===== src/rtl/sort_pkg.sv =====
// Shared definitions for the sort stage and its read-side drain.
// Holds the drain state encoding, default bank geometry and index-width helper.
package sort_pkg;

  typedef enum logic [1:0] {
    IDLE   = 2'd0,
    LOAD   = 2'd1,
    STREAM = 2'd2
  } drain_state_e;

  localparam int SORT_DEPTH  = 8;
  localparam int SORT_DATA_W = 8;

  // A two-entry bank still needs one index bit.
  function automatic int idx_width(input int depth);
    return (depth <= 2) ? 1 : $clog2(depth);
  endfunction

endpackage


===== src/rtl/sort_idx_counter.sv =====
// Loadable up/down index counter with terminal flag; read-side mirror of the writer's counter.
// Latency: idx updates one cycle after load/en; term is combinational from the held index.
// Backpressure: none; the step is simply withheld while en is low or term is set.
module sort_idx_counter
  import sort_pkg::*;
#(
  parameter int              IDX_W   = 3,
  parameter int              DEPTH   = 8,
  parameter logic [IDX_W-1:0] RST_VAL = '0
) (
  input  logic             clk,
  input  logic             rst,
  input  logic             load,
  input  logic [IDX_W-1:0] load_val,
  input  logic             en,
  input  logic             dir,
  output logic [IDX_W-1:0] idx,
  output logic             term
);

  localparam logic [IDX_W-1:0] LAST_UP = IDX_W'(DEPTH - 1);

  logic [IDX_W-1:0] idx_d, idx_q;

  // Stepping stops at the terminal value, so a power-of-two DEPTH never wraps.
  always_comb begin
    term  = dir ? (idx_q == '0) : (idx_q == LAST_UP);
    idx_d = idx_q;
    if (load) begin
      idx_d = load_val;
    end else if (en && !term) begin
      idx_d = dir ? (idx_q - IDX_W'(1)) : (idx_q + IDX_W'(1));
    end
  end

  always_ff @(posedge clk) begin
    if (rst) begin
      idx_q <= RST_VAL;
    end else begin
      idx_q <= idx_d;
    end
  end

  assign idx = idx_q;

endmodule


===== src/rtl/sort_drain.sv =====
// Snapshots a sorted bank on start and streams it out one element per valid/ready beat.
// Latency: LOAD cycle after the start edge, then one beat per accepted handshake; done pulses after the last.
// Backpressure: beat held stable while out_ready=0; optional abort input under SORT_DRAIN_ABORT_EN.
module sort_drain
  import sort_pkg::*;
#(
  parameter int  DEPTH   = SORT_DEPTH,
  parameter int  DATA_W  = SORT_DATA_W,
  parameter int  DESCEND = 0,
  localparam int IDX_W   = idx_width(DEPTH)
) (
  input  logic                    clk,
  input  logic                    rst,
  input  logic                    start,
`ifdef SORT_DRAIN_ABORT_EN
  input  logic                    abort,
`endif
  input  logic [DEPTH*DATA_W-1:0] bank_in,
  output logic                    busy,
  output logic                    out_valid,
  input  logic                    out_ready,
  output logic [DATA_W-1:0]       out_data,
  output logic [IDX_W-1:0]        out_idx,
  output logic                    out_last,
  output logic                    done
);

  localparam logic [IDX_W-1:0] START_IDX = (DESCEND != 0) ? IDX_W'(DEPTH - 1) : '0;
  localparam logic [IDX_W-1:0] LAST_IDX  = (DESCEND != 0) ? '0 : IDX_W'(DEPTH - 1);

  drain_state_e            state_d, state_q;
  logic [DEPTH*DATA_W-1:0] snap_d, snap_q;
  logic                    valid_d, valid_q;
  logic [DATA_W-1:0]       data_d, data_q;
  logic                    last_d, last_q;
  logic                    done_d, done_q;
  logic                    busy_d, busy_q;
  logic                    cnt_load, cnt_en, cnt_term, hs;
  logic [IDX_W-1:0]        cnt_idx, idx_step;

  function automatic logic [DATA_W-1:0] elem(input logic [DEPTH*DATA_W-1:0] b,
                                             input logic [IDX_W-1:0] i);
    return b[int'(i)*DATA_W +: DATA_W];
  endfunction

  sort_idx_counter #(
    .IDX_W  (IDX_W),
    .DEPTH  (DEPTH),
    .RST_VAL(START_IDX)
  ) u_idx (
    .clk     (clk),
    .rst     (rst),
    .load    (cnt_load),
    .load_val(START_IDX),
    .en      (cnt_en),
    .dir     (DESCEND != 0),
    .idx     (cnt_idx),
    .term    (cnt_term)
  );

  assign hs       = valid_q && out_ready;
  assign idx_step = (DESCEND != 0) ? (cnt_idx - IDX_W'(1)) : (cnt_idx + IDX_W'(1));

  always_comb begin
    state_d  = state_q;
    snap_d   = snap_q;
    valid_d  = valid_q;
    data_d   = data_q;
    last_d   = last_q;
    done_d   = 1'b0;
    cnt_load = 1'b0;
    cnt_en   = 1'b0;
    case (state_q)
      IDLE: begin
        if (start) begin
          snap_d   = bank_in;
          cnt_load = 1'b1;
          state_d  = LOAD;
        end
      end
      LOAD: begin
        state_d = STREAM;
        valid_d = 1'b1;
        data_d  = elem(snap_q, cnt_idx);
        last_d  = cnt_term;
      end
      STREAM: begin
        // valid low here means this is the done cycle; start is still ignored.
        if (!valid_q) begin
          state_d = IDLE;
        end else if (hs) begin
          if (cnt_term) begin
            valid_d  = 1'b0;
            last_d   = 1'b0;
            done_d   = 1'b1;
            cnt_load = 1'b1;
          end else begin
            cnt_en = 1'b1;
            data_d = elem(snap_q, idx_step);
            last_d = (idx_step == LAST_IDX);
          end
        end
      end
      default: state_d = IDLE;
    endcase
`ifdef SORT_DRAIN_ABORT_EN
    if (abort && (state_q != IDLE)) begin
      state_d  = IDLE;
      valid_d  = 1'b0;
      last_d   = 1'b0;
      done_d   = 1'b0;
      cnt_load = 1'b1;
      cnt_en   = 1'b0;
    end
`endif
    busy_d = (state_d != IDLE);
  end

  always_ff @(posedge clk) begin
    if (rst) begin
      state_q <= IDLE;
      snap_q  <= '0;
      valid_q <= 1'b0;
      data_q  <= '0;
      last_q  <= 1'b0;
      done_q  <= 1'b0;
      busy_q  <= 1'b0;
    end else begin
      state_q <= state_d;
      snap_q  <= snap_d;
      valid_q <= valid_d;
      data_q  <= data_d;
      last_q  <= last_d;
      done_q  <= done_d;
      busy_q  <= busy_d;
    end
  end

  assign busy      = busy_q;
  assign out_valid = valid_q;
  assign out_data  = data_q;
  assign out_idx   = cnt_idx;
  assign out_last  = last_q;
  assign done      = done_q;

endmodule


===== config.mk =====
export PLATFORM = sky130hd
export DESIGN_NAME = sort_drain
export DESIGN_NICKNAME = d
export VERILOG_FILES = /design/src/rtl/sort_pkg.sv /design/src/rtl/sort_idx_counter.sv /design/src/rtl/sort_drain.sv
export SDC_FILE = /design/constraint.sdc
export NUM_CORES = 1
export LEC_CHECK = 0
export ABC_AREA = 0
export BUFFER_PORTS_ARGS = -buffer_cell sky130_fd_sc_hd__buf_2
export CORE_MARGIN = 10
export CORE_UTILIZATION = 58
export DETAILED_ROUTE_END_ITERATION = 10
export PLACE_DENSITY = 0.85
export SLEW_MARGIN = 20
export SYNTH_ARGS = -nofsm -noshare
export SYNTH_HDL_FRONTEND = slang
export SYNTH_HIERARCHICAL = 1
export SYNTH_SLANG_ARGS = --single-unit

===== constraint.sdc =====
create_clock -name clk -period 5.3 [get_ports clk]
set_input_delay 0.265 -clock clk [delete_from_list [all_inputs] [get_ports clk]]
set_output_delay 0.265 -clock clk [all_outputs]
set_load 0.05 [all_outputs]

==> results.md <==
* Run status: complete, no violations
* Violation count after the first detailed-routing iteration at between 200 and 300
* Post-cts resize count at 0
* Die area at about 10000 um2
* Register clock-pin slew on the reported worst setup and hold paths at 80 ps
* Final worst clock skew at roughly 7.0 ps
* Via count of the routed design at between 3000 and 4000
* Fraction of layout instances using a drive strength above 1 at around 20%
* H-tree level count at 3
* Critical path data required time at between 5000 and 6000 ps
* Final count of hold timing violations at 0
* IO Pins at 83
* Number of remaining DRC errors at 0
* Mapped cell area at approximately 3700 um2
* Clk sinks at 81
* Maximum clock insertion buffer count at 2
* Wire per inst at between 15 and 20 um
* Number of port buffers at 82
* Instance area at placement at ~4100 um2
* Number of buffers added by the clock tree synthesis step at 9
* Synth Area in Compound Gates at about 25%
* Pins Over Slew Limit at 0
* Count of flip-flops with a built-in enable after synthesis at 0
* Post-Syn Instances at slightly below 500
* Residual overflow from global routing at 0
* Asr flop ratio synth at 0%
* Data arrival time of the critical path at 2820 ps
* Timing startpoint of the critical path: u_idx/idx[1]
* Setup repair after global routing missed its margin: no
* Root Buffer Master: sky130_fd_sc_hd__clkbuf_8
* Average cell area after synthesis at 7.736 um2
* Synth Area in XOR/XNOR at 0.8389%
* Most used flip-flop cell after synthesis: sky130_fd_sc_hd__dfxtp_1
* Origin of the worst min-delay path: bank_in[41]
* Uppermost metal layer occupied by signal nets: met4
* Placer's final routability congestion estimate at between 0.8 and 0.9
* Number of antenna repair diodes at 0
* First-pass GRT wire length at about 17 mm
* Minimum clock period at about 2500 ps
* Post-CTS Setup Bufs at 0
* Area of the placeable core at 6314 um2
* Post-route ant nets at 0
* Number of nets in the finished design at 625
* Largest family of logic cells by synthesized area: compound AO/OA/AOI/OAI gates
* Overall routing resource usage at roughly 20%
* Clock tree from TritonCTS: built
* Met3 wire length at a little under 1 mm
* Post-route design area at approximately 4400 um2
* MaxCap Viol Count at 0
* Worst-margin pin slew at about 970 ps
* Insertion delay of the later-clocked pin in the worst-skew pair at between 300 and 400 ps
* Adder-cell share of the synthesized area at between 2 and 3%
* Yosys cell types at 45
* Width of the die at around 100 um
* Peak Freq at 396.0 MHz
* Fraction of synthesized area in multiplexers at 0%
* Layout overhead on the synthesized area at 16.98%
* Total power density per cell area at between 300 and 400 nW/um2
* Type of element capturing the critical path: flip-flop
* Total of endpoints with negative setup slack in the final report at 0
* Slowest stage delay, CP at roughly 700 ps
* Setup total negative slack at 0 ps
* Estimated wirelength of the detail-placed design at 7.211 mm
* Seq/Total Area, Yosys at 43.49%
* Count of synthesis-stage warnings from yosys at 6
* Y dimension of the die at around 100 um
* Worst vdd rail ir drop at approximately 0.00028 V
* Initial Util at 59.06%
* Drt total wl at 10.21 mm
* Post-synthesis simple-gate area fraction at 22.42%
* Reg-to-reg startpoint: u_idx/idx[1]
* Max-Slew Margin vs Limit at 35.17%
* Vias in the first global route at roughly 3500
* Fill cell total of the finished layout at between 500 and 600
* Standard-cell rows at 29
* Kind of path behind the tightest hold check: in -> reg
* Vias per inst at around 5.8
* Pin count of the biggest net entering global routing at 66
* Share of the cycle needed by the critical path after routing at approximately 48%
* Number of iterations in the first detailed-routing pass at 5
* Critical path fanouts, max at 13
* Number of buffers added to fix hold violations after cts at 0
* Crit path max-delay cell type: sky130_fd_sc_hd__nor4bb_2
* Worst setup path class: reg -> reg
* Antenna violations before repair at 0
* Leak at between 1.5 and 2 nW
* Met2 WL at around 4.8 mm
* Type of origin of the critical path: flip-flop
* Cell Chain, Critical Path: nor2b_1 -> a31oi_1 -> inv_1 -> nand4b_1 -> and2_1 -> nor4bb_2 -> a221o_1
* Routed length on met1 at approximately 4.3 mm
* Synth Register Bits at 81
[cell type report]
cell class / instances / area [um2] / share of cell area, %
Clock buffer: 12 / 155.1 / 3.557
Clock inverter: 4 / 73.82 / 1.692
Inverter: 9 / 33.78 / 0.7745
Multi-Input combinational cell: 364 / 1956 / 44.84
Sequential cell: 81 / 1622 / 37.18
Tap cell: 77 / 96.34 / 2.209
Timing Repair Buffer: 84 / 425.4 / 9.753
[worst paths after layout]
path | slack (ps) | cells past startpoint | to
setup / recovery | 2770 | 7 | out_data[3]
hold / removal | 140 | 3 | snap_q[41]
setup reg to reg | 2770 | 7 | out_data[3]
hold reg to reg | 460 | 2 | snap_q[53]
[cells in the final DEF (no fill, tap or decap), types with 2 or more instances in the layout]
| cell type | instances |
|---|---|
| sky130_fd_sc_hd__a21bo_2 | 2 |
| sky130_fd_sc_hd__a21oi_1 | 68 |
| sky130_fd_sc_hd__a221o_1 | 10 |
| sky130_fd_sc_hd__a31oi_1 | 2 |
| sky130_fd_sc_hd__a41oi_1 | 8 |
| sky130_fd_sc_hd__and3_1 | 2 |
| sky130_fd_sc_hd__and3b_1 | 3 |
| sky130_fd_sc_hd__buf_2 | 82 |
| sky130_fd_sc_hd__buf_4 | 2 |
| sky130_fd_sc_hd__bufinv_16 | 2 |
| sky130_fd_sc_hd__clkbuf_8 | 11 |
| sky130_fd_sc_hd__conb_1 | 9 |
| sky130_fd_sc_hd__dfxtp_1 | 81 |
| sky130_fd_sc_hd__ha_1 | 7 |
| sky130_fd_sc_hd__inv_1 | 9 |
| sky130_fd_sc_hd__nand2_1 | 135 |
| sky130_fd_sc_hd__nand3b_1 | 2 |
| sky130_fd_sc_hd__nand4_1 | 9 |
| sky130_fd_sc_hd__nor2_1 | 5 |
| sky130_fd_sc_hd__nor2b_1 | 10 |
| sky130_fd_sc_hd__nor3b_4 | 2 |
| sky130_fd_sc_hd__o21ai_0 | 59 |
| sky130_fd_sc_hd__o21ai_1 | 8 |
| sky130_fd_sc_hd__o31ai_1 | 2 |
[cell usage after synthesis, types with 2 or more instances]
| cell | instances | area [um2] |
|---|---|---|
| sky130_fd_sc_hd__a21bo_2 | 2 | 20.02 |
| sky130_fd_sc_hd__a21oi_1 | 68 | 340.3 |
| sky130_fd_sc_hd__a221o_1 | 10 | 100.1 |
| sky130_fd_sc_hd__a31oi_1 | 2 | 12.51 |
| sky130_fd_sc_hd__a41oi_1 | 8 | 70.07 |
| sky130_fd_sc_hd__and2_1 | 2 | 12.51 |
| sky130_fd_sc_hd__and3_1 | 2 | 12.51 |
| sky130_fd_sc_hd__and3b_1 | 3 | 26.28 |
| sky130_fd_sc_hd__buf_1 | 4 | 15.01 |
| sky130_fd_sc_hd__buf_2 | 8 | 40.04 |
| sky130_fd_sc_hd__clkbuf_1 | 20 | 75.07 |
| sky130_fd_sc_hd__clkbuf_2 | 2 | 10.01 |
| sky130_fd_sc_hd__dfxtp_1 | 81 | 1622 |
| sky130_fd_sc_hd__ha_1 | 7 | 87.58 |
| sky130_fd_sc_hd__inv_1 | 9 | 33.78 |
| sky130_fd_sc_hd__nand2_1 | 136 | 510.5 |
| sky130_fd_sc_hd__nand3b_1 | 2 | 15.01 |
| sky130_fd_sc_hd__nand4_1 | 9 | 56.30 |
| sky130_fd_sc_hd__nor2_1 | 5 | 18.77 |
| sky130_fd_sc_hd__nor2b_1 | 10 | 62.56 |
| sky130_fd_sc_hd__nor3b_4 | 2 | 37.54 |
| sky130_fd_sc_hd__o21ai_0 | 59 | 295.3 |
| sky130_fd_sc_hd__o21ai_1 | 8 | 40.04 |
| sky130_fd_sc_hd__o31ai_1 | 2 | 15.01 |
[through the flow]
step	std cells	total power [W]	hold WS [ps]	setup WS, ps	utilization [%]
finish	631	0.001575	138.7	2775	69.08
global route	631	0.001650	129.5	2577	69.08
CTS	631	0.001577	129.2	2558	68.97
detailed placement	615	0.001073	443.9	2560	65.34
global placement	615	0.001058	440.1	2683	65.34
floorplan	490	0.0009799	401.0	2757	-
[state kept, by name (all words and copies together) (netlist names)]
| signal | count |
|---|---|
| done | 1 |
| u_idx/idx | 3 |
| snap_q | 64 |
| out_data | 8 |
| state_q | 2 |
| out_valid | 1 |
| busy | 1 |
| out_last | 1 |
[report_power, final]
part           leakage (nW)  switching, W  internal, W
combinational          1.01      0.000232     0.000115
sequential            0.664     0.0000460     0.000672
clock                 0.117      0.000217     0.000292
total                  1.79      0.000495      0.00108
[logic make-up (layout without fill, tap and decap cells)]
kind of cell / Yosys count / in the layout
adders and majority gates: 8 / 8
and+or+nand+nor: 181 / 181
DFF: 81 / 81
buffers and inverters: 45 / 109
xor gates and xnor gates: 2 / 2
AOI/OAI and AO/OA: 164 / 164
other: 1 / 9
[critical path: cells and delay by family (launching register included)]
kind	cells	cell delay, ps
buffers and inverters	1	130
DFF	1	440
AOI/OAI and AO/OA	2	490
and+or+nand+nor	4	1400
[per-layer routing]
layer | track usage (%) | vias up
met5 | 0 | -
met1 | 24.40 | 1663
li1 | - | 1791
met3 | 6.868 | 24
met4 | 8.043 | 0
met2 | 31.55 | 161
(Power assumes the default switching activity.)
